File: src/rtl/ld_cnt_pkg.sv
// ld_cnt_pkg: shared constants and helpers for the loadable down-counter family.
package ld_cnt_pkg;
   localparam int LD_WIDTH_DEF = 4;
   localparam int WRAP = 0;
   localparam int RELOAD = 1;
   function automatic logic [31:0] all_ones(input int width);
      return (width >= 32) ? '1 : (32'd1 << width) - 32'd1;
   endfunction
endpackage

File: src/rtl/ld4p3_down_counter_if.sv
// ld4p3_down_counter_if: load/control/count bundle of one counter slice.
interface ld4p3_down_counter_if #(parameter int WIDTH = 4);
   logic [WIDTH-1:0] D;
   logic [WIDTH-1:0] Q;
   logic BI;
   logic SP;
   logic SD;
   logic PD;
   logic BO;
   logic TC;
   modport master (output D, BI, SP, SD, PD, input Q, BO, TC);
   modport slave (input D, BI, SP, SD, PD, output Q, BO, TC);
endinterface

File: src/rtl/ld1_down_cell.sv
// ld1_down_cell: one counter bit; toggles when every lower bit is zero and borrow is in.
module ld1_down_cell (
   input  logic clk,
   input  logic rst_n,
   input  logic sp,
   input  logic sd,
   input  logic pd,
   input  logic d,
   input  logic t,
   output logic q,
   output logic b
);
   always_ff @(posedge clk or negedge rst_n)
      if (!rst_n) q <= 1'b0;
      else q <= sp ? (pd ? 1'b1 : sd ? d : q ^ t) : q;
   assign b = t & ~q;
endmodule

File: src/rtl/ld4p3_down_counter.sv
// ld4p3_down_counter: cascadable loadable down-counter with optional auto-reload and
// a registered terminal-count pulse.
module ld4p3_down_counter
   import ld_cnt_pkg::*;
#(
   parameter int WIDTH = LD_WIDTH_DEF,
   parameter int AUTO_RELOAD = WRAP
) (
   input logic CK,
   input logic GSRN,
   ld4p3_down_counter_if.slave bus
);
   logic [WIDTH:0] t;
   logic [WIDTH-1:0] q;
   logic [WIDTH-1:0] rld;
   logic [WIDTH-1:0] ld_d;
   logic ld;
   logic tc;
   assign t[0] = bus.BI;
   // underflow in reload mode is just a load from rld; plain wrap falls out of the toggle chain
   assign ld = bus.SD | ((AUTO_RELOAD == RELOAD) & t[WIDTH]);
   assign ld_d = bus.SD ? bus.D : rld;
   for (genvar i = 0; i < WIDTH; i++) begin : g_cell
      ld1_down_cell u_cell (
         .clk(CK),
         .rst_n(GSRN),
         .sp(bus.SP),
         .sd(ld),
         .pd(bus.PD),
         .d(ld_d[i]),
         .t(t[i]),
         .q(q[i]),
         .b(t[i+1])
      );
   end
   always_ff @(posedge CK or negedge GSRN)
      if (!GSRN) begin
         rld <= '0;
         tc <= 1'b0;
      end else begin
         rld <= (bus.SP & ~bus.PD & bus.SD) ? bus.D : rld;
         tc <= bus.SP & ~bus.PD & ~bus.SD & t[WIDTH];
      end
   assign bus.Q = q;
   assign bus.BO = t[WIDTH];
   assign bus.TC = tc;
endmodule
File: src/flat_wrapper.sv
// flat-port wrapper written by rule: the top's interface ports become plain ports
module ld4p3_down_counter_flat import ld_cnt_pkg::*;
#(
   parameter int WIDTH = LD_WIDTH_DEF,
   parameter int AUTO_RELOAD = WRAP
)
  (CK, GSRN, bus_D, bus_BI, bus_SP, bus_SD, bus_PD, bus_Q, bus_BO, bus_TC);
  ld4p3_down_counter_if #(.WIDTH(WIDTH)) bus_i ();
  input logic CK;
  input logic GSRN;
  input wire logic [$bits(bus_i.D)-1:0] bus_D;
  input wire logic [$bits(bus_i.BI)-1:0] bus_BI;
  input wire logic [$bits(bus_i.SP)-1:0] bus_SP;
  input wire logic [$bits(bus_i.SD)-1:0] bus_SD;
  input wire logic [$bits(bus_i.PD)-1:0] bus_PD;
  output wire logic [$bits(bus_i.Q)-1:0] bus_Q;
  output wire logic [$bits(bus_i.BO)-1:0] bus_BO;
  output wire logic [$bits(bus_i.TC)-1:0] bus_TC;
  assign bus_i.D = bus_D;
  assign bus_i.BI = bus_BI;
  assign bus_i.SP = bus_SP;
  assign bus_i.SD = bus_SD;
  assign bus_i.PD = bus_PD;
  assign bus_Q = bus_i.Q;
  assign bus_BO = bus_i.BO;
  assign bus_TC = bus_i.TC;
  ld4p3_down_counter #(.WIDTH(WIDTH), .AUTO_RELOAD(AUTO_RELOAD)) u_core (.CK(CK), .GSRN(GSRN), .bus(bus_i));
endmodule
File: config.mk
export PLATFORM = sky130hd
export DESIGN_NAME = ld4p3_down_counter_flat
export DESIGN_NICKNAME = d
export VERILOG_FILES = /design/src/rtl/ld_cnt_pkg.sv /design/src/rtl/ld4p3_down_counter_if.sv /design/src/rtl/ld1_down_cell.sv /design/src/rtl/ld4p3_down_counter.sv /design/src/flat_wrapper.sv
export SDC_FILE = /design/constraint.sdc
export NUM_CORES = 1
export LEC_CHECK = 0
export CAP_MARGIN = 25
export CORE_AREA = 3 3 40 42
export DETAILED_ROUTE_END_ITERATION = 6
export DIE_AREA = 0 0 43 45
export HOLD_SLACK_MARGIN = 0.06
export PLACE_DENSITY = 0.78
export SLEW_MARGIN = 30
export SYNTH_ARGS = -nofsm -noshare
export SYNTH_HDL_FRONTEND = slang
export SYNTH_HIERARCHICAL = 1
export SYNTH_SLANG_ARGS = --single-unit
File: constraint.sdc
create_clock -name CK -period 2.3 [get_ports CK]
set_input_delay 0.69 -clock CK [delete_from_list [all_inputs] [get_ports CK]]
set_output_delay 0.69 -clock CK [all_outputs]
set_load 0.03 [all_outputs]
---- Yosys cells after proc, flatten, opt, wreduce, memory -nomap -nowiden ----
Cells that the tools add are included.
word-level totals
  register bits ........................... 5
  output and inout bits ................... 6
cells by class
  muxes and demuxes ....................... 8
  bitwise gates (word level) .............. 17
operators with widths
  cell              number
  1-bit 2-to-1 mux  8
  1-bit AND         7
  1-bit inverter    6
  1-bit XOR         4

---- Longest topological paths before layout ----
Gate-level depths: netlist of run 1.
  depth after elaboration ................. 7
  mapped depth ............................ 7
  gate-level depth less buffers ........... 7

---- Hierarchy ----
Netlist of run 1, hierarchy kept.
by module, submodules not included
  module              sequential area each (um^2)  cells each  area each (um^2)  instances
  ld1_down_cell       25.0                         8           75.1              4
  ld4p3_down_counter  125.1                        15          262.8             1

---- Worst setup path before layout of run 1 ----
OpenSTA, ideal clock, no wires.
  path kind ............................... input to output
  from .................................... in bus_BI
  to ...................................... out bus_BO
  stages .................................. 4
  data required time ...................... 1.610 ns
  setup slack ............................. 0.060 ns
  arrival ................................. 1.550 ns
  buffers on the path ..................... 0
  path through ............................ ha_1 ha_1 ha_1 ha_1
on the way
  cells in the longest elaborated chain, start to end .. 4
RTL lines
  what                     line                      source
  start, declared          flat_wrapper.sv:12        input wire logic [$bits(bus_i.BI)-1:0] bus_BI;
  1-bit AND (2 in series)  ld1_down_cell.sv:16       assign b = t & ~q;
  net u_core.t[2]          ld4p3_down_counter.sv:13  logic [WIDTH:0] t;
  1-bit AND                ld1_down_cell.sv:16
  net u_core.t[3]          ld4p3_down_counter.sv:13
  1-bit AND                ld1_down_cell.sv:16
  end, declared            flat_wrapper.sv:17        output wire logic [$bits(bus_i.BO)-1:0] bus_BO;
The timed path passes the listed nets, and every way through them passes these cells.

---- Worst setup path in the final report of run 1 ----
  from .................................... in bus_BI
  to ...................................... out bus_BO
on the way
  cells in the longest elaborated chain, start to end .. 4
RTL lines
  what             line
  1-bit AND        ld1_down_cell.sv:16
  net u_core.t[1]  ld4p3_down_counter.sv:13
  1-bit AND        ld1_down_cell.sv:16
  net u_core.t[2]  ld4p3_down_counter.sv:13
  1-bit AND        ld1_down_cell.sv:16
  net u_core.t[3]  ld4p3_down_counter.sv:13
  1-bit AND        ld1_down_cell.sv:16
The timed path passes the listed nets, and every way through them passes these cells.

==> results of run 1 <==
==> worst max-delay path: cells and delay by family <==
| family | cells | cell delay (ns) |
|---|---|---|
| adder cells (fa/ha/maj) | 4 | 0.63 |
| buffers and inverters | 2 | 0.23 |
==> through the flow <==
| step | hold slack (ns) | util (%) | cells | setup WS (ns) |
|---|---|---|---|---|
| after floorplan | 0.394 | - | 47 | 0.0597 |
| after global placement | 0.490 | 59.3 | 81 | -0.888 |
| after detailed placement | 0.505 | 59.3 | 81 | -0.894 |
| after CTS | 0.522 | 64.2 | 85 | 0.0462 |
| after global routing | 0.530 | 64.2 | 85 | 0.0283 |
| final | 0.522 | 64.2 | 85 | 0.0514 |
==> registers in the layout, summed over array words and instances (netlist names) <==
signal / flops
u_core/bus.TC: 1
u_core/rld: 4
u_core/g_cell.u_cell/q: 4
==> final cells by class <==
class / count / area share [%]
multi-input cells: 30 / 42.2
flip-flops and latches: 9 / 27.3
repair buffers: 19 / 21.4
inverters: 8 / 3.64
clock buffers: 4 / 3.19
well taps: 15 / 2.28
==> how the worst max path moves through the flow <==
stage | from | endpoint | slack (ns) | cells after the start
global route | bus_BI | bus_BO | 0.03 | 6
CTS | bus_BI | bus_BO | 0.05 | 6
finish | bus_BI | bus_BO | 0.05 | 6
global placement | bus_BI | bus_BO | -0.89 | 6
floorplan | bus_BI | bus_BO | 0.06 | 4
detailed placement | bus_BI | bus_BO | -0.89 | 6
==> power by group through the flow <==
stage | Clock, mW | Combinational (mW) | Sequential, mW
floorplan | 0 | 0.0638 | 0.209
global placement | 0 | 0.139 | 0.194
finish | 0.124 | 0.148 | 0.192
detailed placement | 0 | 0.143 | 0.196
global route | 0.141 | 0.161 | 0.194
CTS | 0.130 | 0.150 | 0.192
==> placed cells by master (no fill, tap or decap), types with 3 or more instances in the layout <==
| cell type | count |
|---|---|
| clkbuf_4 | 3 |
| ha_4 | 3 |
| mux2_2 | 4 |
| nand2_1 | 4 |
| nor2_1 | 4 |
| a41oi_2 | 4 |
| or2_1 | 4 |
| inv_1 | 8 |
| buf_4 | 4 |
| dfrtp_1 | 9 |
| clkdlybuf4s50_1 | 13 |
| mux2_4 | 4 |
==> cell families (layout without fill, tap and decap cells) <==
kind of cell,Yosys count,count (layout),share of synthesized area (%)
AOI/OAI and AO/OA,4,4,11.6
adders and majority gates,4,4,8.89
buffers and inverters,8,31,5.33
DFF,9,9,40.0
muxes,8,8,18.7
and+or+nand+nor,14,14,15.6
==> repair_timing <==
item | in CTS | in global routing
setup endpoints to repair | 1 | 0
setup buffers | 0 | 0
gates resized for setup | 17 | 0
==> layer usage <==
metal,global-route usage [%],routed length (µm),up-vias
li1,-,-,206
met1,17.4,570,193
met2,20.1,547,7
met3,5.98,48,0
met4,7.23,0,0
met5,0,0,-
==> metrics.csv, run 1 <==
stage,metric,value,unit
power_and_ir_drop,switching part of the total,29.4,%
power_and_ir_drop,overall power,0.465,mW
synth,commonest cells in the netlist,"dfrtp_1, inv_1",
worst_setup_path,cell at the slowest stage of the critical path,ha_2,
synth,Seq cells post-synth,9,
worst_setup_path,WP data arrival,1.56,ns
synth,Netlist cell types,11,
power_and_ir_drop,leakage power,0.384,nW
worst_hold_path,Hold Path Sink,u_core/rld[3],
layout,Area growth syn-to-layout,46.4,%
floorplanning,# rows,13,
worst_hold_path,Tightest Hold Check Type,register to register,
synth,Synth top area share,40.0,%
synth,most common cell in the synthesized netlist,dfrtp_1,
route,Final ANT Viol Nets,0,
layout,Nets,85,
route,drt pass-1 iters,4,
floorplanning,Die ar.,1940,µm²
clock_network,CTS Buf Count,3,
global_routing,vias in the first global route,434,
synth,Synth area leaders,"dfrtp_1, a41oi_2, mux2_4",
power_and_ir_drop,internal power,0.328,mW
global_routing,Tot GR Track Use,13.8,%
power_and_ir_drop,Flop pwr share,41.4,%
worst_setup_path,worst r2r dst,u_core/g_cell[3].u_cell/q,
flow_run,maxcap violations,0,
synth,Synth Flop Type,dfrtp_1,
route,DR WL/cell,13.7,µm
route,1st-iter DRT viols,5,
worst_hold_path,hold_sp,u_core/rld[3],
sta,Final Hold Fails,0,
worst_setup_path,worst r2r src,u_core/g_cell[0].u_cell/q,
synth,synthesized cell area,563,µm²
clock_network,clock root buffer,clkbuf_4,
power_and_ir_drop,P per Cell Area,564,nW/µm²
worst_setup_path,max incr delay on CP,0.17,ns
sta,number of max-slew violations in the final report,0,
synth,Post-Syn Instances,47,
worst_setup_path,worst-path cell chain,buf_2 -> ha_2 -> ha_4 -> ha_4 -> ha_4 -> buf_6,
sta,Final Cycle Share,97.8,%
placed_design,Detail Placement HPWL,871,µm
sta,final setup vio count,0,
clock_network,CTS tree,yes,
floorplanning,IO Count,16,
worst_setup_path,worst path required time,1.61,ns
layout,area of the multi-input gates,348,µm²
power_and_ir_drop,worst vdd ir,0.444,mV
worst_setup_path,crit path max fanout,2,
worst_setup_path,FF-to-FF setup slack,0.74,ns
placed_design,Final Wtd Congestion,0.755,
sta,minimum clock period,2.25,ns
worst_setup_path,Worst Setup End Kind,output port,
power_and_ir_drop,Comb power frac,31.9,%
layout,# diodes,0,
worst_setup_path,critical path type,primary input to output port,
floorplanning,Die X,43,µm
placed_design,Post-DP Area,762,µm²
synth,sequential share of the synthesized area,40.0,%
clock_network,"CTS clk-pin slew, worst paths",0.06,ns
sta,Worst Tran Pin Value,0.421,ns
clock_network,H-Tree Depth,1,
layout,register area,225,µm²
clock_network,clock buffer depth,2,
layout,filler instances,113,
global_routing,largest net degree at the start of global routing,10,
synth,number of flops mapped to enable cells by yosys,0,
sta,RSZ-0062 raised after global routing,no,
layout,share of cells above drive strength 1,38.6,%
floorplanning,die height,45,µm
global_routing,first-pass GRT wire length,1910,µm
sta,Fin Setup TNS,0,ns
global_routing,Overflow after GRT,0,
global_routing,initial antenna violation count,0,
clock_network,# clock sinks,9,
run_status,status,"finished, final reports clean",
clock_network,clock latency on the worst-skew pair,0.26,ns
route,vias,406,
synth,Syn Nets,61,
worst_setup_path,worst r2r path cells,7,
route,vias per cell,4.78,
sta,Final Skew,0.00312,ns
layout,Final Cell Area,825,µm²
floorplanning,area of the core region,1280,µm²
power_and_ir_drop,P_sw,0.137,mW
synth,Yosys top cell by area,dfrtp_1,
worst_setup_path,CP dominant cell by count,ha_4,
clock_network,hold_buf cts,0,
floorplanning,initial core utilization,43.8,%
placed_design,Port Buf Inserts,15,
power_and_ir_drop,clock power share,26.7,%
worst_hold_path,Hold Path Cell Cnt,1,
synth,"Async S/R FF share, synth",100,%
route,drt drc,0,
route,Routed WL,1170,µm
synth,Yosys warning total,6,
sta,fmax,445,MHz
synth,Syn Area/Cell,12.0,µm²
worst_setup_path,Critical Path Start Type,primary input,
sta,Rel. slew slack,71.8,%
(Power assumes the default switching activity.)
==> inputs of run 2 (changes only) <==
ABC_AREA = 0   (was default)
==> results of run 2 <==
No change in the layout: final DEF, timing and power equal those of run 1.
